**config.mk**
```make
export PLATFORM = sky130hd
export DESIGN_NAME = flowid_reclaimer_flat
export DESIGN_NICKNAME = d
export VERILOG_FILES = /design/src/rtl/flowid_reclaimer_pkg.sv /design/src/rtl/flowid_reclaimer_if.sv /design/src/rtl/flowid_reclaimer_fifo.sv /design/src/rtl/flowid_reclaimer.sv /design/src/flat_wrapper.sv
export SDC_FILE = /design/constraint.sdc
export NUM_CORES = 1
export LEC_CHECK = 0
export CAP_MARGIN = 40
export CORE_ASPECT_RATIO = 1.1
export CORE_UTILIZATION = 42
export CTS_BUF_LIST = sky130_fd_sc_hd__clkbuf_8 sky130_fd_sc_hd__clkbuf_16
export CTS_CLUSTER_SIZE = 25
export DETAILED_ROUTE_END_ITERATION = 8
export GPL_TIMING_DRIVEN = 0
export PLACE_DENSITY = 0.63
export RECOVER_POWER = 50
export SETUP_SLACK_MARGIN = 0.05
export SYNTH_ARGS = -nofsm -noshare
export SYNTH_HDL_FRONTEND = slang
export SYNTH_HIERARCHICAL = 1
export SYNTH_SLANG_ARGS = --single-unit
export TNS_END_PERCENT = 50
```
**constraint.sdc**
```tcl
create_clock -name clk -period 1.9 [get_ports clk]
set_input_delay 0.19 -clock clk [delete_from_list [all_inputs] [get_ports clk]]
set_output_delay 0.19 -clock clk [all_outputs]
set_load 0.05 [all_outputs]
```
**src/rtl/flowid_reclaimer_pkg.sv**
```systemverilog
// flowid_reclaimer_pkg: shared flow ID width, default TIME_WAIT hold and output register states
package flowid_reclaimer_pkg;
    localparam int FLOWID_W = 4;
    localparam int TIME_WAIT_CYCLES_DEFAULT = 1024;
    typedef enum logic {RET_EMPTY, RET_VALID} ret_state_e;
endpackage

```
**src/rtl/flowid_reclaimer_if.sv**
```systemverilog
// flowid_reclaimer_if: teardown push side and allocator return side of the reclaimer
interface flowid_reclaimer_if;
    import flowid_reclaimer_pkg::*;
    logic                close_val;
    logic [FLOWID_W-1:0] close_flowid;
    logic                close_rdy;
    logic                flowid_ret_val;
    logic [FLOWID_W-1:0] flowid_ret_id;
    logic                flowid_ret_rdy;
    logic [FLOWID_W:0]   pending_cnt;
    modport master (
        output close_val, close_flowid, flowid_ret_rdy,
        input  close_rdy, flowid_ret_val, flowid_ret_id, pending_cnt
    );
    modport slave (
        input  close_val, close_flowid, flowid_ret_rdy,
        output close_rdy, flowid_ret_val, flowid_ret_id, pending_cnt
    );
endinterface

```
**src/rtl/flowid_reclaimer_fifo.sv**
```systemverilog
// fifo_1r1w: show-ahead single-clock FIFO; rst_adapter: async-assert/sync-deassert reset
module fifo_1r1w #(
    parameter int width_p    = 8,
    parameter int log2_els_p = 4
) (
    input  logic               clk,
    input  logic               rst,
    input  logic               wr_en,
    input  logic [width_p-1:0] wr_data,
    output logic               full,
    input  logic               rd_en,
    output logic [width_p-1:0] rd_data,
    output logic               empty
);
    localparam int PW = log2_els_p + 1;
    logic [width_p-1:0] mem [0:(1<<log2_els_p)-1];
    logic [PW-1:0] wr_ptr, rd_ptr;
    always_ff @(posedge clk or posedge rst)
        if (rst) begin
            wr_ptr <= '0;
            rd_ptr <= '0;
        end else begin
            wr_ptr <= wr_ptr + PW'(wr_en & ~full);
            rd_ptr <= rd_ptr + PW'(rd_en & ~empty);
        end
    always_ff @(posedge clk)
        if (wr_en & ~full) mem[wr_ptr[log2_els_p-1:0]] <= wr_data;
    // Extra pointer bit separates full from empty when the indices match
    assign full    = (wr_ptr ^ rd_ptr) == {1'b1, {log2_els_p{1'b0}}};
    assign empty   = wr_ptr == rd_ptr;
    assign rd_data = mem[rd_ptr[log2_els_p-1:0]];
endmodule

module rst_adapter (
    input  logic clk,
    input  logic rst_async,
    output logic rst
);
    logic [1:0] sync;
    always_ff @(posedge clk or posedge rst_async)
        if (rst_async) sync <= 2'b11;
        else           sync <= {sync[0], 1'b0};
    assign rst = sync[1];
endmodule

```
**src/rtl/flowid_reclaimer.sv**
```systemverilog
// flowid_reclaimer: holds closed flow IDs for TIME_WAIT_CYCLES, then returns them to the allocator in close order
module flowid_reclaimer import flowid_reclaimer_pkg::*; #(
    parameter int TIME_WAIT_CYCLES = TIME_WAIT_CYCLES_DEFAULT,
    parameter int TS_W             = 32
) (
    input logic             clk,
    input logic             rst_n,
    flowid_reclaimer_if.slave bus
);
    localparam logic [TS_W-1:0] HOLD = TS_W'(TIME_WAIT_CYCLES);
    localparam int CW = FLOWID_W + 1;
    logic [TS_W-1:0]          now;
    logic [TS_W-1:0]          head_ts;
    logic [FLOWID_W-1:0]      head_id;
    logic [FLOWID_W-1:0]      id_q;
    logic [FLOWID_W+TS_W-1:0] head;
    logic [CW-1:0]            cnt_q;
    logic                     fifo_rst, full, empty, aged, push, pop, fire;
    ret_state_e               state, state_nx;

    rst_adapter u_rst (.clk(clk), .rst_async(~rst_n), .rst(fifo_rst));

    fifo_1r1w #(.width_p(FLOWID_W + TS_W), .log2_els_p(FLOWID_W)) u_fifo (
        .clk(clk), .rst(fifo_rst),
        .wr_en(push), .wr_data({bus.close_flowid, now}), .full(full),
        .rd_en(pop), .rd_data(head), .empty(empty)
    );

    assign {head_id, head_ts} = head;
    // Held off while the queue is still leaving reset so no close is dropped
    assign bus.close_rdy = ~full & ~fifo_rst;
    assign push = bus.close_val & bus.close_rdy;
    // Modular difference keeps the age test correct across counter wrap
    assign aged = ~empty & ((now - head_ts) >= HOLD);
    assign pop  = aged & ((state == RET_EMPTY) | bus.flowid_ret_rdy);
    assign fire = bus.flowid_ret_val & bus.flowid_ret_rdy;

    always_ff @(posedge clk or negedge rst_n)
        if (!rst_n) state <= RET_EMPTY;
        else        state <= state_nx;

    always_comb
        state_nx = (pop | ((state == RET_VALID) & ~bus.flowid_ret_rdy)) ? RET_VALID : RET_EMPTY;

    always_comb begin
        bus.flowid_ret_val = state == RET_VALID;
        bus.flowid_ret_id  = id_q;
        bus.pending_cnt    = cnt_q;
    end

    always_ff @(posedge clk or negedge rst_n)
        if (!rst_n) begin
            now   <= '0;
            id_q  <= '0;
            cnt_q <= '0;
        end else begin
            now   <= now + TS_W'(1);
            if (pop) id_q <= head_id;
            cnt_q <= cnt_q + CW'(push) - CW'(fire);
        end
endmodule

```
**src/flat_wrapper.sv**
```systemverilog
// flat-port wrapper written by rule: the top's interface ports become plain ports
module flowid_reclaimer_flat import flowid_reclaimer_pkg::*;
#(
    parameter int TIME_WAIT_CYCLES = TIME_WAIT_CYCLES_DEFAULT,
    parameter int TS_W             = 32
)
  (clk, rst_n, bus_close_val, bus_close_flowid, bus_flowid_ret_rdy, bus_close_rdy, bus_flowid_ret_val, bus_flowid_ret_id, bus_pending_cnt);
  flowid_reclaimer_if bus_i ();
  input logic clk;
  input logic rst_n;
  input wire logic [$bits(bus_i.close_val)-1:0] bus_close_val;
  input wire logic [$bits(bus_i.close_flowid)-1:0] bus_close_flowid;
  input wire logic [$bits(bus_i.flowid_ret_rdy)-1:0] bus_flowid_ret_rdy;
  output wire logic [$bits(bus_i.close_rdy)-1:0] bus_close_rdy;
  output wire logic [$bits(bus_i.flowid_ret_val)-1:0] bus_flowid_ret_val;
  output wire logic [$bits(bus_i.flowid_ret_id)-1:0] bus_flowid_ret_id;
  output wire logic [$bits(bus_i.pending_cnt)-1:0] bus_pending_cnt;
  assign bus_i.close_val = bus_close_val;
  assign bus_i.close_flowid = bus_close_flowid;
  assign bus_i.flowid_ret_rdy = bus_flowid_ret_rdy;
  assign bus_close_rdy = bus_i.close_rdy;
  assign bus_flowid_ret_val = bus_i.flowid_ret_val;
  assign bus_flowid_ret_id = bus_i.flowid_ret_id;
  assign bus_pending_cnt = bus_i.pending_cnt;
  flowid_reclaimer #(.TIME_WAIT_CYCLES(TIME_WAIT_CYCLES), .TS_W(TS_W)) u_core (.clk(clk), .rst_n(rst_n), .bus(bus_i));
endmodule
```
### Yosys cells after proc, flatten, opt, wreduce, memory -nomap -nowiden

Memories as Yosys holds them, arrays and structs flattened.
Cells that the tools add are included.

| word-level totals | value |
|---|---|
| bits in registers | 54 |
| bits in writable memories | 576 |
| output and inout port bits | 11 |
| word-level logic and storage cells | 39 |
| memories | 1 |

Memories:

| memory | depth | width | read ports | clocked after memory_dff | write ports | RTL line | RTL |
|---|---|---|---|---|---|---|---|
| u_core.u_fifo.mem | 16 | 36 | 1 | 0 | 1 | flowid_reclaimer_fifo.sv:16 | `logic [width_p-1:0] mem [0:(1<<log2_els_p)-1];` |

| cells by class | value |
|---|---|
| add/subtract/negate cells | 6 |
| order comparisons | 1 |
| equal/unequal tests | 2 |
| multiplexer cells | 3 |
| bitwise gates (word level) | 19 |

Operators with widths:

| cell | number |
|---|---|
| $add 32x1->32 const B | 1 |
| $ge 32x11->1 const B | 1 |
| $sub 32x32->32 | 1 |
| $add 5x5->5 | 2 |
| $and 1x5->5 | 2 |
| $not 1->5 | 2 |
| $and 1x1->1 | 7 |
| $add 5x1->5 | 1 |
| $eq 5x5->1 | 1 |
| $eq 5x5->1 const B | 1 |
| $not 1->1 | 5 |
| $sub 5x1->5 | 1 |
| $xor 5x5->5 | 1 |
| $mux 1 | 3 |
| $or 1x1->1 | 2 |

### Depth between registers and ports, before layout

Gate-level depths: netlist of the first run.

| depth | value |
|---|---|
| depth in word-level cells | 8 |
| gate-level depth with buffers | 24 |
| depth with buffers taken out | 21 |

### Modules after synthesis

Netlist of the first run, hierarchy kept.

Modules (own cells, without submodules):

| module | times used | cells each | area each (um2) | sequential area each (um2) |
|---|---|---|---|---|
| fifo_1r1w | 1 | 964 | 22,206.3 | 17,546.8 |
| flowid_reclaimer | 1 | 441 | 3,661.0 | 1,051.0 |
| rst_adapter | 1 | 4 | 60.1 | 52.6 |

### Worst setup path after synthesis of the first run

Ideal clock, no wire load.

| timing | value |
|---|---|
| kind | flip-flop to flip-flop |
| from | reg u_core.u_fifo.wr_ptr[1] |
| to | mem u_core/u_fifo/mem[12][0] in the netlist's numbering (enable) |
| setup time | 0.484 ns |
| arrival | 5.133 ns |
| required time | 1.416 ns |
| path slack | -3.717 ns |
| stages on the path, launching flop included | 12 |
| path through | dfrtp_1 > clkbuf_1 > xor2_1 > nor4_1 > buf_2 > and2_1 > nor2_1 > nand2_1 > inv_1 > clkinv_1 > clkbuf_1 > a211oi_1 |

| on the way | value |
|---|---|
| word-level cells in the longest chain between the ends | 8 |

RTL lines:

| what | RTL line | RTL |
|---|---|---|
| start, declared | flowid_reclaimer_fifo.sv:17 | `logic [PW-1:0] wr_ptr, rd_ptr;` |
| start signal, assigned | flowid_reclaimer_fifo.sv:23 | `wr_ptr <= wr_ptr + PW'(wr_en & ~full);` |
| $xor 5x5->5 | flowid_reclaimer_fifo.sv:29 | `assign full = (wr_ptr ^ rd_ptr) == {1'b1, {log2_els_p{1'b0}}};` |
| $eq 5x5->1 | flowid_reclaimer_fifo.sv:29 |  |
| via u_core.full | flowid_reclaimer.sv:18 | `logic fifo_rst, full, empty, aged, push, pop, fire;` |
| $not 1->1 | flowid_reclaimer.sv:31 | `assign bus.close_rdy = ~full & ~fifo_rst;` |
| $and 1x1->1 | flowid_reclaimer.sv:31 |  |
| via bus_close_rdy | flat_wrapper.sv:14 | `output wire logic [$bits(bus_i.close_rdy)-1:0] bus_close_rdy;` |
| $and 1x1->1 | flowid_reclaimer.sv:32 | `assign push = bus.close_val & bus.close_rdy;` |
| via u_core.push | flowid_reclaimer.sv:18 |  |
| $and 1x1->1 | flowid_reclaimer_fifo.sv:27 | `if (wr_en & ~full) mem[wr_ptr[log2_els_p-1:0]] <= wr_data;` |
| $mux 1 | flowid_reclaimer_fifo.sv:27 |  |
| $mux 1 (implied by the code) | flowid_reclaimer_fifo.sv:27 |  |
| end, declared | flowid_reclaimer_fifo.sv:16 |  |

The timed path passes the listed nets, and every way through them passes these cells.

### Worst setup path in the final report of the first run

| timing | value |
|---|---|
| from | reg u_core.u_fifo.rd_ptr[1] |
| to | reg u_core.u_fifo.rd_ptr[4] |

| on the way | value |
|---|---|
| word-level cells in the longest chain between the ends | 7 |
| elaborated cells between the ends (all ways) | 10 |
| those cells by class | 2 x add/sub; 1 x order compare; 1 x eq/ne; 5 x bitwise; 1 x memory |

RTL lines:

| what | RTL line | RTL |
|---|---|---|
| start, declared | flowid_reclaimer_fifo.sv:17 |  |
| start signal, assigned | flowid_reclaimer_fifo.sv:24 | `rd_ptr <= rd_ptr + PW'(rd_en & ~empty);` |
| $mem_v2 16x36 | - |  |
| via u_core.head[4] | flowid_reclaimer.sv:16 | `logic [FLOWID_W+TS_W-1:0] head;` |
| $sub 32x32->32 | flowid_reclaimer.sv:34 | `assign aged = ~empty & ((now - head_ts) >= HOLD);` |
| $ge 32x11->1 | flowid_reclaimer.sv:34 |  |
| $and 1x1->1 | flowid_reclaimer.sv:34 |  |
| $and 1x1->1 | flowid_reclaimer.sv:35 | `assign pop = aged & ((state == RET_EMPTY) \| bus.flowid_ret_rdy);` |
| via u_core.pop | flowid_reclaimer.sv:18 |  |
| $and 1x5->5 | flowid_reclaimer_fifo.sv:24 |  |
| $add 5x5->5 | flowid_reclaimer_fifo.sv:24 |  |

The timed path passes the listed nets, and every way through them passes these cells.
A chain may end at the register's enable or synchronous reset.

==> Implementation_results.wiki, run 1 <==
{| class="wikitable"
! Metric !! Value
|-
| Number of diodes || 0
|-
| Worst setup path startpoint || u_core/u_fifo/rd_ptr[1]
|-
| Synth Flop Type || sky130_fd_sc_hd__edfxtp_1
|-
| Fin Clk Skew || ~0.019 ns
|-
| Total Routing Usage GR || 0.212
|-
| Warning count from the yosys run || 6
|-
| Number of buffers created by CTS || 59
|-
| Final-stage net count || between 1500 and 2000
|-
| Final WS setup || -3.17 ns
|-
| Core Box Area || between 60000 and 70000 µm²
|-
| Minimum setup slack among reg-to-reg paths || -3.17 ns
|-
| Worst IR Drop VDD || 1.27 mV
|-
| Effective utilization at floorplan || 0.424
|-
| Startpoint type of the worst setup path || register
|-
| Area of combinational cells with multiple inputs || 7270 µm²
|-
| Top Ports || 19
|-
| Path category of the worst min-delay check || reg2async
|-
| Setup_tns || -780.20 ns
|-
| Maximum capacitance violations || 0
|-
| First-pass GRT wire length || roughly 97000 µm
|-
| Net count after synthesis || 1460
|-
| Maximum fanout along the worst path || 10
|-
| Maximum clock path buffer count || 3
|-
| Area overhead of the layout relative to synthesis || 26.3%
|-
| Number of antenna violations at the first check in global routing || 0
|-
| CTS root buffer || sky130_fd_sc_hd__clkbuf_16
|-
| Worst skew pair latency || about 0.62 ns
|-
| Total stage count of the critical path || 23
|-
| Max-Slew Margin vs Limit || 0.225
|-
| Die Width || 239 µm
|-
| Required time at the worst-slack endpoint || 2.44 ns
|-
| Launch instance of the worst register-to-register path || u_core/u_fifo/rd_ptr[1]
|-
| Crit Path Class || reg2reg
|-
| Minimum clock period || a little over 5 ns
|-
| Endpoint kind of the worst setup timing path || register
|-
| Setup repair after global routing missed its margin || true
|-
| Highest-delay cell along the critical path || sky130_fd_sc_hd__mux4_2
|-
| Die span in y || 263 µm
|-
| Outcome || finished with violations
|-
| Achievable frequency || between 0.15 and 0.2 GHz
|-
| Final Hold Vio Count || 0
|-
| Number of distinct library cell variants in the gate-level netlist after synthesis || 59
|-
| Critical Path Max Stage Delay || 0.53 ns
|-
| Number of nets with antenna violations after routing || 0
|-
| Final period util || 2.67
|-
| Post-detailed-placement half-perimeter wirelength || ~40000 µm
|-
| Buffers & Inverters on Critical Path || 6
|-
| Port Buffer Count || 18
|-
| Congestion Overflow GR || 0
|-
| Worst reg-to-reg path cell count || 23
|-
| Average cell area after synthesis || 18.4 µm²
|-
| Capture point of the critical path || u_core/u_fifo/rd_ptr[4]
|-
| First-pass detailed-route iteration total || 5
|-
| Via/cell ratio || about 5.7
|-
| Total power divided by cell area || between 1000 and 1500 nW/µm²
|-
| Total number of H-tree levels || 2
|-
| TritonCTS sink count || 630
|-
| Routability cong. || 0.854
|-
| Placement Setup Slack || -4.10 ns
|-
| Share of layout cells above drive strength 1 || 0.334
|-
| Number of setup violations in the final report || 630
|-
| Sum of routed wire length over all layers || 67400 µm
|-
| 1st-iter DRT viols || 1343
|-
| Share of the core filled with cells in the final layout || 0.536
|-
| Overall power consumption || 45000 µW
|-
| Clock slew seen by the registers of the worst setup and hold paths || 0.07 ns
|-
| Area used by sequential logic in the layout || 18700 µm²
|-
| Critical path, cell by cell || buf_12 -> buf_12 -> mux4_2 -> o22ai_2 -> nor2_1 -> inv_1 -> ha_1 -> a21o_1 -> a221o_1 -> buf_4 -> a21oi_4 -> o311ai_0 -> buf_2 -> xor2_1 -> nor4_2 -> nand3_2 -> o31ai_4 -> inv_1 -> a21boi_4 -> ha_4 -> ha_4 -> nand3_2 -> xnor2_1
|-
| Tightest Pin Transition || 1.16 ns
|-
| Post-Syn Instances || 1409
|-
| Routed WL per cell || 26.3 µm
|-
| Via count || 14600
|-
| Top delay family on crit path || compound AO/OA/AOI/OAI gates
|-
| Most numerous cell types in the synthesized netlist || 576 x sky130_fd_sc_hd__edfxtp_1, 144 x sky130_fd_sc_hd__mux4_2, 74 x sky130_fd_sc_hd__o22ai_1
|-
| Overall die area || around 63000 µm²
|-
| Critical R2R Capture || u_core/u_fifo/rd_ptr[4]
|-
| Final routed DRC violation total || 0
|-
| #FFs+latches synth || 630
|-
| Count of fill cells added during filler insertion || 4749
|-
| TritonCTS clock tree || yes
|-
| Post-Synthesis Cell Area || about 26000 µm²
|-
| Count of flip-flops with a built-in enable after synthesis || 576
|-
| Area fraction of the dominant cell type after synthesis || 0.667
|-
| Proportion of register bits with asynchronous set or reset after synthesis || 0.0857
|-
| Most area-hungry cell type in the Yosys netlist || sky130_fd_sc_hd__edfxtp_1
|-
| Synth area leaders || sky130_fd_sc_hd__edfxtp_1 67%, sky130_fd_sc_hd__mux4_2 13%, sky130_fd_sc_hd__dfrtp_1 5.0%, sky130_fd_sc_hd__ha_1 2.0%, sky130_fd_sc_hd__o22ai_1 1.8%
|-
| Pin count of the biggest net entering global routing || 32
|-
| Vias in the first global route || about 15000
|-
| Share of synthesized area occupied by flip-flops and latches || 0.719
|-
| Leak Pwr || 0.0110 µW
|-
| Critical Path AT || 5.61 ns
|-
| Number of max-slew violations in the final report || 0
|-
| Violations in the final reports || negative setup slack
|-
| Number of standard-cell rows in the floorplan || 95
|-
| Most instantiated library cell after synthesis || sky130_fd_sc_hd__edfxtp_1
|}
## stage by stage
| step | hold WS [ns] | cells | cell area [µm²] |
|---|---|---|---|
| global placement | 0.269 | 2251 | 27400 |
| detailed placement | 0.177 | 2303 | 28300 |
| global route | 0.327 | 2560 | 32700 |
| CTS | 0.0517 | 2509 | 31800 |
| floorplan | -0.106 | 1409 | 26200 |
| finish | 0.282 | 2560 | 32700 |
## timing repair
item	CTS	global route
hold buffers	1	0
gates resized for setup	155	87
endpoints found under the setup margin	630	631
pin swaps	28	27
gates cloned	16	9
buffers inserted	82	43
hold endpoints to repair	44	0
## area by class of cell
type                            count  area share
Sequential cell                   630       0.570
Multi-Input combinational cell    664       0.222
Timing Repair inverter              1    0.000497
Clock buffer                       64      0.0472
Timing Repair Buffer              219      0.0931
Clock inverter                     46      0.0121
Tap cell                          824      0.0315
Buffer                             60      0.0172
Inverter                           52     0.00657
## routing by layer
metal  wire length (µm)  share of wire  track usage  vias up
met3               4100          0.061       0.0330      106
li1                   -              -            -     6260
met4               1880          0.028       0.0667        0
met5                  0              0            0        -
met1              27100           0.40        0.285     7748
met2              34300           0.51        0.354      511
## layout by cell type (no fill, tap or decap), types with 50 or more instances in the layout
cell,synthesis,final
sky130_fd_sc_hd__buf_4,9,81
sky130_fd_sc_hd__edfxtp_1,576,576
sky130_fd_sc_hd__dfrtp_1,52,50
sky130_fd_sc_hd__o22ai_1,74,67
sky130_fd_sc_hd__buf_6,13,57
sky130_fd_sc_hd__mux4_2,144,144
sky130_fd_sc_hd__clkbuf_16,0,72
sky130_fd_sc_hd__inv_1,51,58
sky130_fd_sc_hd__nor2_1,68,65
sky130_fd_sc_hd__nand2_1,53,51
## logic make-up (layout without fill, tap and decap cells)
group / count (synthesis) / in the layout / share of synthesized area
AOI/OAI and AO/OA: 196 / 196 / 0.0496
buffers and inverters: 115 / 442 / 0.0229
xor gates and xnor gates: 59 / 59 / 0.0199
and+or+nand+nor: 213 / 213 / 0.0382
muxes: 152 / 152 / 0.129
other: 1 / 1 / 0.000145
adders and majority gates: 43 / 43 / 0.0213
DFF: 630 / 630 / 0.719
## sequential cells by signal (all words and copies together), names as in the netlist
| register | cells |
|---|---|
| u_core/bus.pending_cnt | 5 |
| u_core/u_fifo/wr_ptr | 5 |
| u_core/u_fifo/mem | 576 |
| u_core/u_rst/sync | 2 |
| u_core/now | 32 |
| u_core/u_fifo/rd_ptr | 5 |
| u_core/bus.flowid_ret_id | 4 |
| u_core/bus.flowid_ret_val | 1 |
## worst min-delay path by stage
stage                         start                          end  slack [ns]  depth (start not counted)
6_report       u_core/u_rst/sync[1]      u_core/u_fifo/wr_ptr[2]        0.28                          1
5_1_grt        u_core/u_rst/sync[1]      u_core/u_fifo/wr_ptr[2]        0.33                          1
3_3_place_gp   u_core/u_rst/sync[1]      u_core/u_fifo/wr_ptr[0]        0.27                          1
4_1_cts                       rst_n    u_core/bus.flowid_ret_val        0.05                          2
2_1_floorplan                 rst_n  u_core/bus.flowid_ret_id[0]       -0.11                          0
3_5_place_dp                  rst_n                u_core/now[3]        0.18                          1
## power breakdown
group	internal, µW	switching (µW)
Combinational	7240	9680
Sequential	16000	326
Clock	6780	5050
No activity file was read; power rests on OpenSTA's default activity.
==> run 2, diff against run 1 <==
--- a/config.mk
+++ b/config.mk
@@ -7,6 +7,7 @@
 export LEC_CHECK = 0
 export CAP_MARGIN = 40
 export CORE_ASPECT_RATIO = 1.1
+export CORE_MARGIN = 1.5
 export CORE_UTILIZATION = 42
 export CTS_BUF_LIST = sky130_fd_sc_hd__clkbuf_8 sky130_fd_sc_hd__clkbuf_16
 export CTS_CLUSTER_SIZE = 25
==> run 2 against run 1 <==
Effect of this change:
- the flow still finishes with violations (negative setup slack)
- largest cell class unchanged
- critical path type unchanged
- die area grew 0.80%
- clock skew grew 0.015 ns
- via count shrank 2.2%
- worst hold slack gained 0.017 ns
==> Implementation_results.wiki, run 2 (same netlist as run 1, synthesis figures left out) <==
{| class="wikitable"
! Metric !! Value
|-
| Commonest cells after routing, fill and taps aside || 576 x sky130_fd_sc_hd__edfxtp_1, 144 x sky130_fd_sc_hd__mux4_2, 108 x sky130_fd_sc_hd__buf_4, 65 x sky130_fd_sc_hd__o22ai_1
|-
| Final Hold Vio Count || 0
|-
| Top Ports || 19
|-
| Count of fill cells added during filler insertion || 4863
|-
| Congestion Overflow GR || 0
|-
| Max FFs per register || approximately 580
|-
| Maximum clock path buffer count || 3
|-
| Worst skew pair latency || 0.62 ns
|-
| Highest-delay cell along the critical path || sky130_fd_sc_hd__mux4_2
|-
| Number of standard-cell rows in the floorplan || 95
|-
| Critical R2R Capture || u_core/u_fifo/rd_ptr[4]
|-
| Critical Path Max Stage Delay || 0.52 ns
|-
| TritonCTS sink count || 630
|-
| Startpoint type of the worst setup path || register
|-
| Launch instance of the worst register-to-register path || u_core/u_fifo/rd_ptr[0]
|-
| Post-detailed-placement half-perimeter wirelength || 40200 µm
|-
| Achievable frequency || 0.200 GHz
|-
| Worst IR Drop VDD || roughly 1.3 mV
|-
| Setup repair after global routing missed its margin || true
|-
| Start point of the worst hold path || bus_flowid_ret_rdy
|-
| Clock slew seen by the registers of the worst setup and hold paths || approximately 0.06 ns
|-
| Die Width || 240 µm
|-
| Path category of the worst min-delay check || in2reg
|-
| Final period util || 2.64
|-
| First-pass GRT wire length || 92700 µm
|-
| Setup_tns || -717.40 ns
|-
| Overall power consumption || 44400 µW
|-
| Share of layout cells above drive strength 1 || 0.333
|-
| TritonCTS clock tree || yes
|-
| Maximum fanout along the worst path || 10
|-
| Endpoint kind of the worst setup timing path || register
|-
| Pin count of the biggest net entering global routing || 32
|-
| Number of max-slew violations in the final report || 0
|-
| Violations in the final reports || negative setup slack
|-
| Number of setup violations in the final report || between 600 and 700
|-
| Required time at the worst-slack endpoint || 2.44 ns
|-
| Outcome || finished with violations
|-
| Max-Slew Margin vs Limit || 0.232
|-
| Minimum setup slack among reg-to-reg paths || -3.11 ns
|-
| CTS root buffer || sky130_fd_sc_hd__clkbuf_16
|-
| Total Routing Usage GR || 0.199
|-
| Total power divided by cell area || between 1000 and 1500 nW/µm²
|-
| Area overhead of the layout relative to synthesis || 23.2%
|-
| Effective utilization at floorplan || 0.424
|-
| Sum of routed wire length over all layers || around 63000 µm
|-
| Final-stage net count || 1709
|-
| Vias in the first global route || about 15000
|-
| Crit Path Class || reg2reg
|-
| Via/cell ratio || 5.65
|-
| Number of antenna violations at the first check in global routing || 0
|-
| Number of nets with antenna violations after routing || 0
|-
| Total number of H-tree levels || 2
|-
| Final WS setup || -3.11 ns
|-
| Final routed DRC violation total || 0
|-
| Port Buffer Count || 18
|-
| Die span in y || around 260 µm
|-
| Hold depth || 3
|-
| Worst hold endpoint || u_core/bus.flowid_ret_val
|-
| Tightest Pin Transition || 1.15 ns
|-
| Via count || about 14000
|-
| Fin Clk Skew || roughly 0.035 ns
|-
| Minimum clock period || 5.01 ns
|-
| Routability cong. || 0.833
|-
| Core Box Area || 61100 µm²
|-
| Worst reg-to-reg path cell count || 23
|-
| Most common library cell in the layout ignoring fill and taps || sky130_fd_sc_hd__edfxtp_1
|-
| Critical path, cell by cell || buf_12 -> buf_8 -> mux4_2 -> o22ai_1 -> nor2_1 -> inv_1 -> ha_1 -> a21oi_2 -> o21ai_0 -> a31o_1 -> a2111oi_4 -> a21oi_2 -> mux2_4 -> nor4_2 -> nand4_1 -> buf_6 -> o31ai_4 -> inv_1 -> a21boi_4 -> ha_4 -> ha_4 -> nand3_2 -> xnor2_2
|-
| Leak Pwr || 0.0107 µW
|-
| Maximum capacitance violations || 0
|-
| Overall die area || 63200 µm²
|-
| First-pass detailed-route iteration total || 5
|-
| Number of buffers created by CTS || between 50 and 60
|-
| Routed WL per cell || 24.9 µm
|-
| 1st-iter DRT viols || 1230
|-
| Number of diodes || 0
|-
| Critical Path AT || between 5 and 6 ns
|}
## run 2: worst max-delay path, delay by kind of cell (launching register included)
family / cells / cell delay [ns]
AND/OR/NAND/NOR: 4 / 0.45
AO/OA/AOI/OAI: 8 / 1.74
XOR/XNOR: 1 / 0.11
flip-flops: 1 / 0.46
buffers and inverters: 5 / 0.72
adder cells (fa/ha/maj): 3 / 0.63
multiplexers: 2 / 0.83
## run 2: per-stage QoR
stage	util	worst slack, ns	instance area, µm²	hold slack, ns	instances
floorplan	-	-2.66	26200	-0.106	1409
global placement	0.448	-4.25	27400	0.279	2251
detailed placement	0.463	-4.04	28300	0.182	2304
CTS	0.509	-3.13	31100	0.0610	2479
global route	0.523	-3.28	32000	0.324	2529
finish	0.523	-3.11	32000	0.299	2529
## run 2: metal layers
| layer | GRT usage | vias to the layer above | part of all wire |
|---|---|---|---|
| met5 | 0 | - | 0 |
| met4 | 0.0549 | 0 | 0.025 |
| met3 | 0.0258 | 85 | 0.053 |
| met2 | 0.332 | 444 | 0.50 |
| met1 | 0.275 | 7591 | 0.42 |
| li1 | - | 6176 | - |
## run 2: how the worst max path moves through the flow
stage                            start                 endpoint  slack (ns)
2_1_floorplan  u_core/u_fifo/rd_ptr[1]  u_core/u_fifo/rd_ptr[2]       -2.66
3_3_place_gp   u_core/u_fifo/rd_ptr[0]  u_core/u_fifo/rd_ptr[4]       -4.25
3_5_place_dp   u_core/u_fifo/rd_ptr[0]  u_core/u_fifo/rd_ptr[2]       -4.04
4_1_cts        u_core/u_fifo/rd_ptr[0]  u_core/u_fifo/rd_ptr[2]       -3.13
5_1_grt        u_core/u_fifo/rd_ptr[0]  u_core/u_fifo/rd_ptr[4]       -3.28
6_report       u_core/u_fifo/rd_ptr[0]  u_core/u_fifo/rd_ptr[4]       -3.11
## run 2: layout make-up
type                       instances  area (µm²)  share of cell area
sequential                       630       18700               0.584
clock inverter                    45         310             0.00971
tap                              824        1030              0.0323
clock buffer                      62        1520              0.0475
multi-input combinational        664        7330               0.229
timing repair buffer             194        2270              0.0711
buffer                            58         628              0.0197
inverter                          52         213             0.00666
## run 2: repair_timing
| action | in CTS | in global routing |
|---|---|---|
| hold buffers | 1 | 0 |
| endpoints found under the hold margin | 43 | 0 |
| gates cloned | 3 | 2 |
| pin swaps | 20 | 29 |
| gates resized for setup | 111 | 91 |
| buffers inserted | 67 | 50 |
| endpoints found under the setup margin | 631 | 632 |
## run 2: power breakdown
group          total (µW)  internal, µW  switching [µW]  leakage (µW)
logic               16800          7250            9600       0.00402
clock network       11200          6270            4970      0.000958
registers           16300         16000             327       0.00571
==> run 3, diff against run 2 <==
--- a/config.mk
+++ b/config.mk
@@ -6,7 +6,7 @@
 export NUM_CORES = 1
 export LEC_CHECK = 0
 export CAP_MARGIN = 40
-export CORE_ASPECT_RATIO = 1.1
+export CORE_ASPECT_RATIO = 1.5
 export CORE_MARGIN = 1.5
 export CORE_UTILIZATION = 42
 export CTS_BUF_LIST = sky130_fd_sc_hd__clkbuf_8 sky130_fd_sc_hd__clkbuf_16
==> run 3 against run 2 <==
Effect of this change:
- the flow still finishes with violations (negative setup slack)
- utilization fell by 0.94 points
- combinational power decreased by 5%
- global-route usage is 0.15 points higher
- worst hold slack improved by 0.011 ns
- sequential share of layout area rose by 1.1 points
- sequential power barely moved
- highest routed layer unchanged
==> Implementation_results.wiki, run 3 (same netlist as run 1, synthesis figures left out) <==
{| class="wikitable"
! Metric !! Value
|-
| Outcome || finished with violations
|-
| Violations in the final reports || negative setup slack
|-
| TritonCTS clock tree || yes
|-
| Share of the core filled with cells in the final layout || 0.514
|-
| Final-stage net count || 1648
|-
| Routed WL per cell || 25.5 µm
|-
| Final period util || 2.67
|-
| Tightest Pin Transition || 1.22 ns
|-
| First-pass GRT wire length || 91900 µm
|-
| Highest-delay cell along the critical path || sky130_fd_sc_hd__dfrtp_2
|-
| Number of buffers created by CTS || 55
|-
| Number of diodes || 0
|-
| Maximum capacitance violations || 0
|-
| Max-Slew Margin vs Limit || 0.184
|-
| Final routed DRC violation total || 0
|-
| Startpoint type of the worst setup path || register
|-
| Core Box Area || 61100 µm²
|-
| Total number of H-tree levels || 2
|-
| First-pass detailed-route iteration total || 5
|-
| Clock slew seen by the registers of the worst setup and hold paths || 0.07 ns
|-
| Clock network fraction of design power || 0.262
|-
| Number of standard-cell rows in the floorplan || 111
|-
| Sum of routed wire length over all layers || 62100 µm
|-
| Port Buffer Count || 18
|-
| Number of antenna violations at the first check in global routing || 1
|-
| Number of nets with antenna violations after routing || 0
|-
| Vias in the first global route || 14300
|-
| Overall die area || 63300 µm²
|-
| DR top layer || met4
|-
| Placement Setup Slack || -4.17 ns
|-
| Setup repair after global routing missed its margin || true
|-
| Total met3 wirelength after detailed routing || roughly 2400 µm
|-
| Die span in y || 307 µm
|-
| Final cell count without fillers || 2434
|-
| Wire length on met2 || 32900 µm
|-
| Net switching power || 14400 µW
|-
| Routability cong. || approximately 0.86
|-
| Minimum clock period || 5.07 ns
|-
| Final Hold Vio Count || 0
|-
| Number of setup violations in the final report || 629
|-
| Critical Path AT || between 5 and 6 ns
|-
| Final WS setup || -3.17 ns
|-
| Die Width || 206 µm
|-
| Number of max-slew violations in the final report || 0
|-
| Achievable frequency || a little under 0.2 GHz
|-
| CTS root buffer || sky130_fd_sc_hd__clkbuf_16
|-
| Worst IR Drop VDD || 0.925 mV
|-
| Most common library cell in the layout ignoring fill and taps || sky130_fd_sc_hd__edfxtp_1
|-
| Flop pwr share || 0.372
|-
| Maximum fanout along the worst path || 7
|-
| Fin Clk Skew || 0.0229 ns
|-
| Met1 WL || between 20000 and 25000 µm
|-
| Path category of the worst min-delay check || reg2async
|-
| Critical Path Max Stage Delay || roughly 0.45 ns
|-
| Required time at the worst-slack endpoint || 2.36 ns
|-
| Worst skew pair latency || about 0.6 ns
|-
| Area overhead of the layout relative to synthesis || 21.0%
|-
| Via count || 13900
|-
| Cell count after placement || 2270
|-
| Critical path, cell by cell || buf_12 -> buf_16 -> mux4_2 -> o22ai_4 -> nor2_1 -> ha_2 -> inv_2 -> fa_2 -> a21o_1 -> a221o_1 -> a31o_1 -> a2111oi_4 -> a21oi_2 -> mux2_4 -> nor4_2 -> nand4_1 -> o31ai_4 -> buf_6 -> inv_2 -> a21boi_4 -> ha_4 -> ha_4 -> xor2_1
|-
| Total power divided by cell area || 1390 nW/µm²
|-
| Internal || 29300 µW
|-
| Effective utilization at floorplan || 0.424
|-
| Congestion Overflow GR || 0
|-
| Max FFs per register || between 500 and 600
|-
| Crit Path Class || reg2reg
|-
| Total Routing Usage GR || 0.200
|-
| Commonest cells after routing, fill and taps aside || 576 x sky130_fd_sc_hd__edfxtp_1, 144 x sky130_fd_sc_hd__mux4_2, 69 x sky130_fd_sc_hd__o22ai_1, 61 x sky130_fd_sc_hd__nor2_1, 59 x sky130_fd_sc_hd__buf_4
|-
| 1st-iter DRT viols || 1126
|-
| Leak Pwr || just over 0.01 µW
|-
| Maximum clock path buffer count || 3
|-
| Post-detailed-placement half-perimeter wirelength || 41800 µm
|-
| TritonCTS sink count || 630
|-
| Via/cell ratio || 5.69
|-
| Endpoint kind of the worst setup timing path || register
|-
| Fraction of power spent switching nets || 0.330
|-
| Share of layout cells above drive strength 1 || 0.302
|-
| Top Ports || 19
|-
| Proportion of power drawn by combinational gates || 0.366
|-
| Pin count of the biggest net entering global routing || 29
|}
-- run 3: routing by layer --
layer / up-vias / global-route usage
met5: - / 0
met4: 0 / 0.0731
met3: 107 / 0.0216
met2: 351 / 0.354
met1: 7354 / 0.253
li1: 6046 / -
-- run 3: path summary, 6_finish.rpt --
kind | start | to | slack [ns] | cells past startpoint
hold / removal | u_core/u_rst/sync[1] | u_core/u_fifo/wr_ptr[0] | 0.31 | 1
setup / recovery | u_core/u_fifo/rd_ptr[1] | u_core/u_fifo/rd_ptr[2] | -3.17 | 23
setup reg to reg | u_core/u_fifo/rd_ptr[1] | u_core/u_fifo/rd_ptr[2] | -3.17 | 23
min in group clk | u_core/u_rst/sync[0] | u_core/u_rst/sync[1] | 0.36 | 0
max in group asynchronous | rst_n | u_core/now[0] | 0.25 | 3
hold reg to reg | u_core/u_rst/sync[1] | u_core/u_fifo/wr_ptr[0] | 0.31 | 1
-- run 3: power by group through the flow --
stage,registers [µW],logic [µW],clock network (µW)
3_5_place_dp,16600,14600,0
2_1_floorplan,16900,9650,0
6_report,16300,16000,11500
3_3_place_gp,16600,13900,0
4_1_cts,16300,15700,11700
5_1_grt,16300,17100,12200
-- run 3: final cells by class --
cell class / count / area, µm²
repair buffers: 134 / 1820
fillers: 4918 / 29700
clock inverters: 39 / 338
inverters: 52 / 210
multi-input cells: 664 / 7250
well taps: 791 / 990
plain buffers: 60 / 596
clock buffers: 64 / 1520
flip-flops and latches: 630 / 18700
-- run 3: stage by stage --
step / setup TNS [ns] / hold WS, ns / cell area (µm²) / power [µW]
final: -568.83 / 0.309 / 31400 / 43800
after global routing: -613.45 / 0.345 / 31400 / 45700
after CTS: -589.66 / 0.117 / 31000 / 43700
after detailed placement: -904.09 / 0.205 / 28300 / 31200
after global placement: -1966.48 / 0.281 / 27400 / 30500
after floorplan: -954.72 / -0.106 / 26200 / 26500
-- run 3: repair_timing --
item | in CTS | in global routing
hold endpoints to repair | 21 | 0
pin swaps | 14 | 19
gates cloned | 1 | 0
hold buffers | 1 | 0
setup buffers | 31 | 30
resized for setup | 116 | 49
setup endpoints to repair | 631 | 632
-- run 3: critical path: cells and delay by family (launching register included) --
family | cells | cell delay [ns]
compound gates | 8 | 1.79
xor+xnor | 1 | 0.15
fa+ha+maj | 4 | 0.84
buf+inv | 5 | 0.54
flops | 1 | 0.45
mux | 2 | 0.68
simple gates | 3 | 0.47
